--- config.mk ---
export PLATFORM = sky130hd
export DESIGN_NAME = fma16_sched
export DESIGN_NICKNAME = d
export VERILOG_FILES = /design/src/rtl/fma16_sched_pkg.sv /design/src/rtl/fma16.sv /design/src/rtl/fma16_sched_rr_arbiter.sv /design/src/rtl/fma16_sched.sv
export SDC_FILE = /design/constraint.sdc
export NUM_CORES = 2
export LEC_CHECK = 0
export ABC_AREA = 1
export CORE_ASPECT_RATIO = 2
export CORE_MARGIN = 3
export CORE_UTILIZATION = 60
export CTS_CLUSTER_SIZE = 12
export DETAILED_ROUTE_END_ITERATION = 8
export PLACE_DENSITY = 0.81
export SYNTH_ARGS = -nofsm -noshare
export SYNTH_HDL_FRONTEND = slang
export SYNTH_HIERARCHICAL = 1
export SYNTH_SLANG_ARGS = --single-unit
--- constraint.sdc ---
create_clock -name clk -period 48.6 [get_ports clk]
set_clock_uncertainty 0.2 [all_clocks]
set_input_delay 9.72 -clock clk [delete_from_list [all_inputs] [get_ports clk]]
set_output_delay 9.72 -clock clk [all_outputs]
set_load 0.005 [all_outputs]
--- src/rtl/fma16_sched_pkg.sv ---
// Shared types and constants for the fp16 FMA scheduler.
//   fp16_t      : raw IEEE half-precision bit pattern
//   fma16_op_t  : per-request op bundle {mul, add, negr, negz, roundmode}
//   Rm*         : roundmode encodings understood by fma16
package fma16_sched_pkg;

  localparam int unsigned DefaultNreq = 4;

  typedef logic [15:0] fp16_t;

  // mul=0 passes x through unmultiplied; add=0 drops z; negz negates z; negr negates the result.
  typedef struct packed {
    logic       mul;
    logic       add;
    logic       negr;
    logic       negz;
    logic [1:0] roundmode;
  } fma16_op_t;

  localparam logic [1:0] RmRne = 2'd0;  // nearest, ties to even
  localparam logic [1:0] RmRtz = 2'd1;  // toward zero
  localparam logic [1:0] RmRdn = 2'd2;  // toward -inf
  localparam logic [1:0] RmRup = 2'd3;  // toward +inf

endpackage

--- src/rtl/fma16.sv ---
// Combinational half-precision fused multiply-add: r = +/-((mul ? x*y : x) + (add ? +/-z : 0)).
// Ports: x_i, y_i, z_i operands; op_i op bundle; result_o single-rounded fp16 result.
// The sum is formed exactly in an 84-bit fixed-point accumulator (LSB = 2^-50), so a single
// rounding step at the end gives a true fused result with no alignment sticky logic.
module fma16
  import fma16_sched_pkg::*;
(
  input  fp16_t     x_i,
  input  fp16_t     y_i,
  input  fp16_t     z_i,
  input  fma16_op_t op_i,
  output fp16_t     result_o
);

  localparam int unsigned AccW = 84;

  logic [10:0] sig_x, sig_y, sig_z;
  logic [5:0]  exp_x, exp_y, exp_z;
  logic        inf_x, inf_y, inf_z, nan_x, nan_y, nan_z, zero_x, zero_y;

  // Subnormals use exponent 1 with no hidden bit.
  assign sig_x  = {|x_i[14:10], x_i[9:0]};
  assign sig_y  = {|y_i[14:10], y_i[9:0]};
  assign sig_z  = {|z_i[14:10], z_i[9:0]};
  assign exp_x  = (x_i[14:10] == 5'd0) ? 6'd1 : {1'b0, x_i[14:10]};
  assign exp_y  = (y_i[14:10] == 5'd0) ? 6'd1 : {1'b0, y_i[14:10]};
  assign exp_z  = (z_i[14:10] == 5'd0) ? 6'd1 : {1'b0, z_i[14:10]};
  assign inf_x  = (&x_i[14:10]) && (x_i[9:0] == 10'd0);
  assign inf_y  = (&y_i[14:10]) && (y_i[9:0] == 10'd0);
  assign inf_z  = (&z_i[14:10]) && (z_i[9:0] == 10'd0);
  assign nan_x  = (&x_i[14:10]) && (x_i[9:0] != 10'd0);
  assign nan_y  = (&y_i[14:10]) && (y_i[9:0] != 10'd0);
  assign nan_z  = (&z_i[14:10]) && (z_i[9:0] != 10'd0);
  assign zero_x = (x_i[14:0] == 15'd0);
  assign zero_y = (y_i[14:0] == 15'd0);

  logic            sign_a, sign_b, sign_r, sign_f;
  logic [21:0]     prod;
  logic [AccW-1:0] mag_a, mag_b, mag, mask;
  logic [6:0]      lead, lsb;
  logic [10:0]     kept;
  logic            guard, sticky, inc, to_max, is_nan, inf_a, inf_b;
  logic [16:0]     total;

  always_comb begin
    prod   = 22'(sig_x) * 22'(sig_y);
    sign_a = op_i.mul ? (x_i[15] ^ y_i[15]) : x_i[15];
    sign_b = op_i.add ? (z_i[15] ^ op_i.negz) : sign_a;
    mag_a  = op_i.mul ? (AccW'(prod) << (7'(exp_x) + 7'(exp_y)))
                      : (AccW'(sig_x) << (7'(exp_x) + 7'd25));
    mag_b  = op_i.add ? (AccW'(sig_z) << (7'(exp_z) + 7'd25)) : '0;

    if (sign_a == sign_b) begin
      mag    = mag_a + mag_b;
      sign_r = sign_a;
    end else if (mag_a >= mag_b) begin
      mag    = mag_a - mag_b;
      sign_r = sign_a;
    end else begin
      mag    = mag_b - mag_a;
      sign_r = sign_b;
    end
    // Exact cancellation gives +0 except when rounding toward -inf.
    if ((mag == '0) && (sign_a != sign_b)) sign_r = (op_i.roundmode == RmRdn);
    sign_f = sign_r ^ op_i.negr;

    lead = '0;
    for (int i = 0; i < AccW; i++) begin
      if (mag[i]) lead = 7'(i);
    end
    // Bit 26 is the subnormal LSB (2^-24); normals keep 11 bits below the leading one.
    lsb    = (lead >= 7'd36) ? lead - 7'd10 : 7'd26;
    kept   = 11'(mag >> lsb);
    guard  = mag[lsb - 7'd1];
    mask   = (AccW'(1) << (lsb - 7'd1)) - AccW'(1);
    sticky = |(mag & mask);

    case (op_i.roundmode)
      RmRne:   inc = guard & (sticky | kept[0]);
      RmRtz:   inc = 1'b0;
      RmRdn:   inc = sign_f & (guard | sticky);
      default: inc = !sign_f & (guard | sticky);
    endcase

    // Hidden bit carries into the exponent field, so round-up overflow needs no special case.
    total  = (17'(lsb - 7'd26) << 10) + 17'(kept) + 17'(inc);
    to_max = (op_i.roundmode == RmRtz) || ((op_i.roundmode == RmRdn) && !sign_f) ||
             ((op_i.roundmode == RmRup) && sign_f);

    inf_a  = inf_x | (op_i.mul & inf_y);
    inf_b  = op_i.add & inf_z;
    is_nan = nan_x | (op_i.mul & nan_y) | (op_i.add & nan_z) |
             (op_i.mul & ((inf_x & zero_y) | (inf_y & zero_x))) |
             (inf_a & inf_b & (sign_a != sign_b));

    if (is_nan)                    result_o = 16'h7E00;
    else if (inf_a)                result_o = {sign_a ^ op_i.negr, 15'h7C00};
    else if (inf_b)                result_o = {sign_b ^ op_i.negr, 15'h7C00};
    else if (total >= 17'h07C00)   result_o = {sign_f, to_max ? 15'h7BFF : 15'h7C00};
    else                           result_o = {sign_f, total[14:0]};
  end

endmodule

--- src/rtl/fma16_sched_rr_arbiter.sv ---
// Round-robin arbiter: grants the first asserted req at or above ptr, wrapping N-1 -> 0.
// Ports: req request vector; ptr search start; grant one-hot grant; idx encoded grant index.
module rr_arbiter #(
  parameter  int unsigned N    = 4,
  localparam int unsigned IdxW = $clog2(N)
) (
  input  logic [N-1:0]    req,
  input  logic [IdxW-1:0] ptr,
  output logic [N-1:0]    grant,
  output logic [IdxW-1:0] idx
);

  always_comb begin
    int unsigned cand;
    logic        found;
    grant = '0;
    idx   = '0;
    found = 1'b0;
    cand  = 0;
    for (int unsigned k = 0; k < N; k++) begin
      cand = int'(ptr) + k;
      if (cand >= N) cand = cand - N;
      if (!found && req[cand]) begin
        found       = 1'b1;
        grant[cand] = 1'b1;
        idx         = IdxW'(cand);
      end
    end
  end

endmodule

--- src/rtl/fma16_sched.sv ---
// Shares one combinational fma16 among NREQ requesters through a two-stage pipeline
// (S1 operand register -> fma16 -> S2 result register) with round-robin admission.
// Ports: clk, reset (sync, active-low); req_valid/req_ready plus flattened req_x/y/z (16b each)
// and req_op (6b each) per requester; rsp_valid/rsp_ready with rsp_id and rsp_result;
// ops_done counts response transfers modulo 2^16.
module fma16_sched
  import fma16_sched_pkg::*;
#(
  parameter  int unsigned NREQ = DefaultNreq,
  localparam int unsigned IDW  = $clog2(NREQ)
) (
  input  logic              clk,
  input  logic              reset,
  input  logic [NREQ-1:0]   req_valid,
  output logic [NREQ-1:0]   req_ready,
  input  logic [NREQ*16-1:0] req_x,
  input  logic [NREQ*16-1:0] req_y,
  input  logic [NREQ*16-1:0] req_z,
  input  logic [NREQ*6-1:0] req_op,
  output logic              rsp_valid,
  input  logic              rsp_ready,
  output logic [IDW-1:0]    rsp_id,
  output logic [15:0]       rsp_result,
  output logic [15:0]       ops_done
);

  logic [NREQ-1:0] grant;
  logic [IDW-1:0]  gnt_idx;
  logic [IDW-1:0]  ptr_q, ptr_d;
  logic            s1_valid_q, s1_valid_d, s2_valid_q, s2_valid_d;
  logic [IDW-1:0]  s1_id_q, s1_id_d, s2_id_q, s2_id_d;
  fp16_t           s1_x_q, s1_x_d, s1_y_q, s1_y_d, s1_z_q, s1_z_d;
  fp16_t           s2_res_q, s2_res_d, fma_res;
  fma16_op_t       s1_op_q, s1_op_d;
  logic [15:0]     ops_q, ops_d;
  logic            s1_free, s2_free, accept, rsp_fire;

  rr_arbiter #(.N(NREQ)) u_arb (
    .req   (req_valid),
    .ptr   (ptr_q),
    .grant (grant),
    .idx   (gnt_idx)
  );

  fma16 u_fma (
    .x_i      (s1_x_q),
    .y_i      (s1_y_q),
    .z_i      (s1_z_q),
    .op_i     (s1_op_q),
    .result_o (fma_res)
  );

  assign s2_free  = !s2_valid_q || rsp_ready;
  assign s1_free  = !s1_valid_q || s2_free;
  // Nothing is offered while reset is asserted, since that edge would discard the accept.
  assign req_ready = grant & {NREQ{s1_free & reset}};
  assign accept   = |req_ready;
  assign rsp_fire = s2_valid_q && rsp_ready;

  always_comb begin
    ptr_d      = ptr_q;
    s1_valid_d = s1_valid_q && !s2_free;
    s1_id_d    = s1_id_q;
    s1_x_d     = s1_x_q;
    s1_y_d     = s1_y_q;
    s1_z_d     = s1_z_q;
    s1_op_d    = s1_op_q;
    s2_valid_d = s2_valid_q;
    s2_id_d    = s2_id_q;
    s2_res_d   = s2_res_q;
    ops_d      = ops_q;

    if (accept) begin
      s1_valid_d = 1'b1;
      s1_id_d    = gnt_idx;
      s1_x_d     = req_x[16*gnt_idx +: 16];
      s1_y_d     = req_y[16*gnt_idx +: 16];
      s1_z_d     = req_z[16*gnt_idx +: 16];
      s1_op_d    = fma16_op_t'(req_op[6*gnt_idx +: 6]);
      ptr_d      = (gnt_idx == IDW'(NREQ - 1)) ? '0 : gnt_idx + 1'b1;
    end

    if (s2_free) s2_valid_d = s1_valid_q;
    if (s2_free && s1_valid_q) begin
      s2_id_d  = s1_id_q;
      s2_res_d = fma_res;
    end

    if (rsp_fire) ops_d = ops_q + 16'd1;
  end

  always_ff @(posedge clk) begin
    if (!reset) begin
      ptr_q      <= '0;
      s1_valid_q <= 1'b0;
      s1_id_q    <= '0;
      s1_x_q     <= '0;
      s1_y_q     <= '0;
      s1_z_q     <= '0;
      s1_op_q    <= '0;
      s2_valid_q <= 1'b0;
      s2_id_q    <= '0;
      s2_res_q   <= '0;
      ops_q      <= '0;
    end else begin
      ptr_q      <= ptr_d;
      s1_valid_q <= s1_valid_d;
      s1_id_q    <= s1_id_d;
      s1_x_q     <= s1_x_d;
      s1_y_q     <= s1_y_d;
      s1_z_q     <= s1_z_d;
      s1_op_q    <= s1_op_d;
      s2_valid_q <= s2_valid_d;
      s2_id_q    <= s2_id_d;
      s2_res_q   <= s2_res_d;
      ops_q      <= ops_d;
    end
  end

  assign rsp_valid  = s2_valid_q;
  assign rsp_id     = s2_id_q;
  assign rsp_result = s2_res_q;
  assign ops_done   = ops_q;

endmodule

==> results of run 1 <==
synth_stat cells, types with 65 or more instances:
cell	instances
a21oi_1	577
clkbuf_1	241
dfxtp_1	94
fa_1	84
ha_1	310
inv_1	1258
nand2_1	1757
nand3_1	788
nor2_1	1261
o21ai_0	565
o21ai_1	65
o22ai_1	115
xor2_1	105
cells by family after synthesis:
kind of cell    synth area share [%]
xor+xnor                       2.561
flops                          4.629
other cells                  0.01847
fa+ha+maj                      13.68
buf+inv                        15.86
simple gates                   41.35
compound gates                 21.74
mux                           0.1724
stage by stage:
step	util, %	worst slack [ps]
2_1_floorplan	-	28170
3_3_place_gp	65.57	25030
3_5_place_dp	65.57	24990
4_1_cts	66.03	24960
routing by layer:
metal,overflow,track usage [%]
met5,8,24.48
met4,533,87.69
met1,49,74.79
met2,1673,104.6
met3,71,63.24
==> flow_summary.json, run 1 <==
{
  "ys_top_cells_by_area": "nand2_1 16%, nor2_1 12%, inv_1 12%",
  "gp_congestion": 1.411,
  "clock_sinks": 94,
  "syn-cell-area_mm2": 0.04065,
  "ys_types": 73,
  "failed_stage": "5_1_grt",
  "stop_error": "[ERROR GRT-0116] Global routing finished with congestion. Check the congestion regions in the DRC Viewer.",
  "avgSynthCellArea_um2": 5.145,
  "dp.cells": 8876,
  "htree_levels": 3,
  "netlist_instances": 7902,
  "cts_hold_buf": 0,
  "cts_root_buffer": "clkbuf_16",
  "fp.dieW_um": 190.1,
  "synth-edff-count": 0,
  "post_cts_buffers": 0,
  "start_util_pct": 60.77,
  "cts_buffers": 9,
  "ios": 262,
  "synth_top_area_share_pct": 16.22,
  "grt_first_pass_wirelength_um": 458200,
  "io_buffers": 261,
  "ctsResizeCount": 0,
  "cts.path.max_buffers": 2,
  "die_h_um": 374.1,
  "yosysTopAreaCell": "nand2_1",
  "first_global_vias": 64532,
  "status": "stopped before the end",
  "grt_use_total_pct": 81.31,
  "synth_seq_area_share_pct": 4.629,
  "ys_seq_elements": 94,
  "grt-ovfl-total": 2334,
  "row_count": 134,
  "place_area_mm2": 0.04386,
  "yosys_warnings": 6,
  "ys_async_sr_fraction_pct": 0,
  "hpwl_um": 186500,
  "synth_ff_type": "dfxtp_1",
  "grt_max_degree": 96
}
==> run 2, diff against run 1 <==
CORE_ASPECT_RATIO = unset   (was 2)
CORE_UTILIZATION = 40   (was 60)
CTS_CLUSTER_SIZE = unset   (was 12)
PLACE_DENSITY = unset   (was 0.81)
PLACE_DENSITY_LB_ADDON = 0.15   (was unset)
==> run 2 against run 1 <==
- synthesized area unchanged
- the flow now finishes, with violations (capacitance limit)
- synthesized cell count stayed put
==> flow_summary.json, run 2 <==
{
  "finalSetupViolCount": 0,
  "syn-cell-area_mm2": 0.04065,
  "routed_wl_um": 230600,
  "grt_use_total_pct": 41.30,
  "slew_violations": 0,
  "end_kind": "flip-flop",
  "row_count": 116,
  "netlist_instances": 7902,
  "clock_sinks": 94,
  "nNetsFinal": 8627,
  "io_buffers": 261,
  "synth_ff_type": "dfxtp_1",
  "first_global_vias": 50539,
  "gp_congestion": 1.151,
  "crit_required_ps": 48650,
  "synth_compound_area_share_pct": 21.74,
  "worst_pin_slew_ps": 1460,
  "hpwl_um": 192300,
  "worst-path-buf-inv": 13,
  "finalCriticalPeriod_ps": 23930,
  "grt_max_degree": 96,
  "hold_path.class": "reg2reg",
  "seqCellArea_mm2": 0.001882,
  "path_max_fanout": 64,
  "r2r_start": "s1_y_q[11]",
  "synthAdderAreaFrac_pct": 13.68,
  "worstSetupStartpointType": "flip-flop",
  "ctsResizeCount": 0,
  "ff2ff_path_depth": 156,
  "worstReg2RegEnd": "rsp_result[3]",
  "layout_commonest_cell": "nand2_1",
  "ys_async_sr_fraction_pct": 0,
  "synthSimpleGateAreaFrac_pct": 41.35,
  "status": "complete, but fails checks",
  "slew_headroom_pct": 1.418,
  "post_cts_buffers": 0,
  "vias": 54754,
  "hold_depth": 2,
  "yosys_warnings": 6,
  "synth_seq_area_share_pct": 4.629,
  "fin_crit_sh_pct": 49.24,
  "die_h_um": 324.8,
  "dieArea_mm2": 0.1055,
  "hold_violations": 0,
  "grt_first_pass_wirelength_um": 330500,
  "first_iter_violations": 6947,
  "antenna_found_initial": 13,
  "synth_top_area_share_pct": 16.22,
  "ff2ff_setup_slack_ps": 24670,
  "max_freq_mhz": 41.79,
  "final_cell_mix": "1755 x nand2_1, 1258 x nor2_1, 1257 x inv_1, 787 x nand3_1, 577 x a21oi_1",
  "critPathMostFrequentCell": "nand2_1",
  "grt_setup_unrepaired": "false",
  "cts.path.max_buffers": 2,
  "final.setup.tns_ps": 0,
  "start_util_pct": 40.48,
  "violations": "capacitance limit",
  "cts_hold_buf": 0,
  "hold_path_end": "rsp_result[9]",
  "drc": 0,
  "drive_gt1_share_pct": 2.944,
  "crit_type": "reg2reg",
  "clkTransAtPathRegs_ps": 70,
  "netlist_top_cells_count": "1757 x nand2_1, 1261 x nor2_1, 1258 x inv_1",
  "avgSynthCellArea_um2": 5.145,
  "min_from": "rsp_result[9]",
  "htree_levels": 3,
  "area_growth_pct": 10.32,
  "max_stage_delay_ps": 980,
  "ios": 262,
  "cts_tree": "yes",
  "clkLatencyLatePin_ps": 360,
  "synthMuxAreaShare_pct": 0.1724,
  "ys_top_cells_by_area": "nand2_1 16%, nor2_1 12%, inv_1 12%",
  "arrival_ps": 23980,
  "core_region_area_mm2": 0.1004,
  "wire_per_inst_um": 24.57,
  "drv_cap": 1,
  "critical_path.slowest_cell": "xor2_1",
  "grt-ovfl-total": 0,
  "synth_most_common_cell": "nand2_1",
  "yosysTopAreaCell": "nand2_1",
  "synth-edff-count": 0,
  "synth_top_family_by_area": "simple AND/OR/NAND/NOR gates",
  "n_fill_cell": 11643,
  "ys_types": 73,
  "synthXorXnorAreaFrac_pct": 2.561,
  "dr.pass1.iters": 8,
  "fp.dieW_um": 324.8,
  "cts_buffers": 9,
  "cts_root_buffer": "clkbuf_16",
  "crit_family": "simple AND/OR/NAND/NOR gates",
  "ant_nets": 0,
  "multi_input_area_mm2": 0.03278,
  "ys_seq_elements": 94,
  "viasPerCell": 5.835
}
run 2: routing by layer:
metal  GRT usage [%]  vias up  routed length [µm]
met2           64.48     3301               98560
met5               0        -                  28
met1           50.18    25203               87670
met4           28.10        4               19180
li1                -    25542                   -
met3           9.947      704               25180
run 2: layout make-up:
| cell class | count | share of cell area, % |
|---|---|---|
| inverters | 1313 | 11.01 |
| repair buffers | 343 | 7.187 |
| multi-input cells | 6249 | 73.10 |
| flip-flops and latches | 94 | 4.196 |
| clock buffers | 9 | 0.5022 |
| clock inverters | 7 | 0.1562 |
| diodes | 12 | 0.06696 |
| well taps | 1357 | 3.786 |
run 2: worst reg2reg max path: cells and delay by family, from the launching register on:
kind	cells	cell delay (ps)
compound gates	10	1900
xor+xnor	3	1340
fa+ha+maj	11	4160
buf+inv	13	3010
flops	1	360
simple gates	119	12830
run 2: kinds of logic after synthesis:
family / after synthesis
XOR/XNOR: 118
multiplexers: 7
AO/OA/AOI/OAI: 1589
adder cells (fa/ha/maj): 394
buffers and inverters: 1657
other: 2
flip-flops: 94
AND/OR/NAND/NOR: 4041
run 2: worst max path at each step:
stage | from | end | slack (ps) | cells after the start
floorplan | req_valid[3] | req_ready[0] | 28170 | 9
global placement | s1_y_q[11] | rsp_result[6] | 24850 | 162
detailed placement | s1_y_q[11] | rsp_result[3] | 25530 | 164
CTS | s1_y_q[11] | rsp_result[3] | 25470 | 167
global route | s1_y_q[11] | rsp_result[3] | 22980 | 159
finish | s1_y_q[11] | rsp_result[3] | 24670 | 156
run 2: through the flow:
step | std cells | hold WS, ps | utilization [%] | setup slack, ps | cell area (µm²)
floorplan | 8000 | 261.1 | - | 28170 | 41020
global placement | 9356 | 265.1 | 44.32 | 24850 | 44520
detailed placement | 9356 | 274.7 | 44.33 | 25530 | 44520
CTS | 9372 | 291.8 | 44.62 | 25470 | 44820
global route | 9376 | 312.5 | 44.63 | 22980 | 44830
finish | 9384 | 284.7 | 44.65 | 24670 | 44850
Power of run 2 is left out: the tool's default activity adds up to more than one toggle a clock period on the data nets, which glitch-free logic cannot reach.
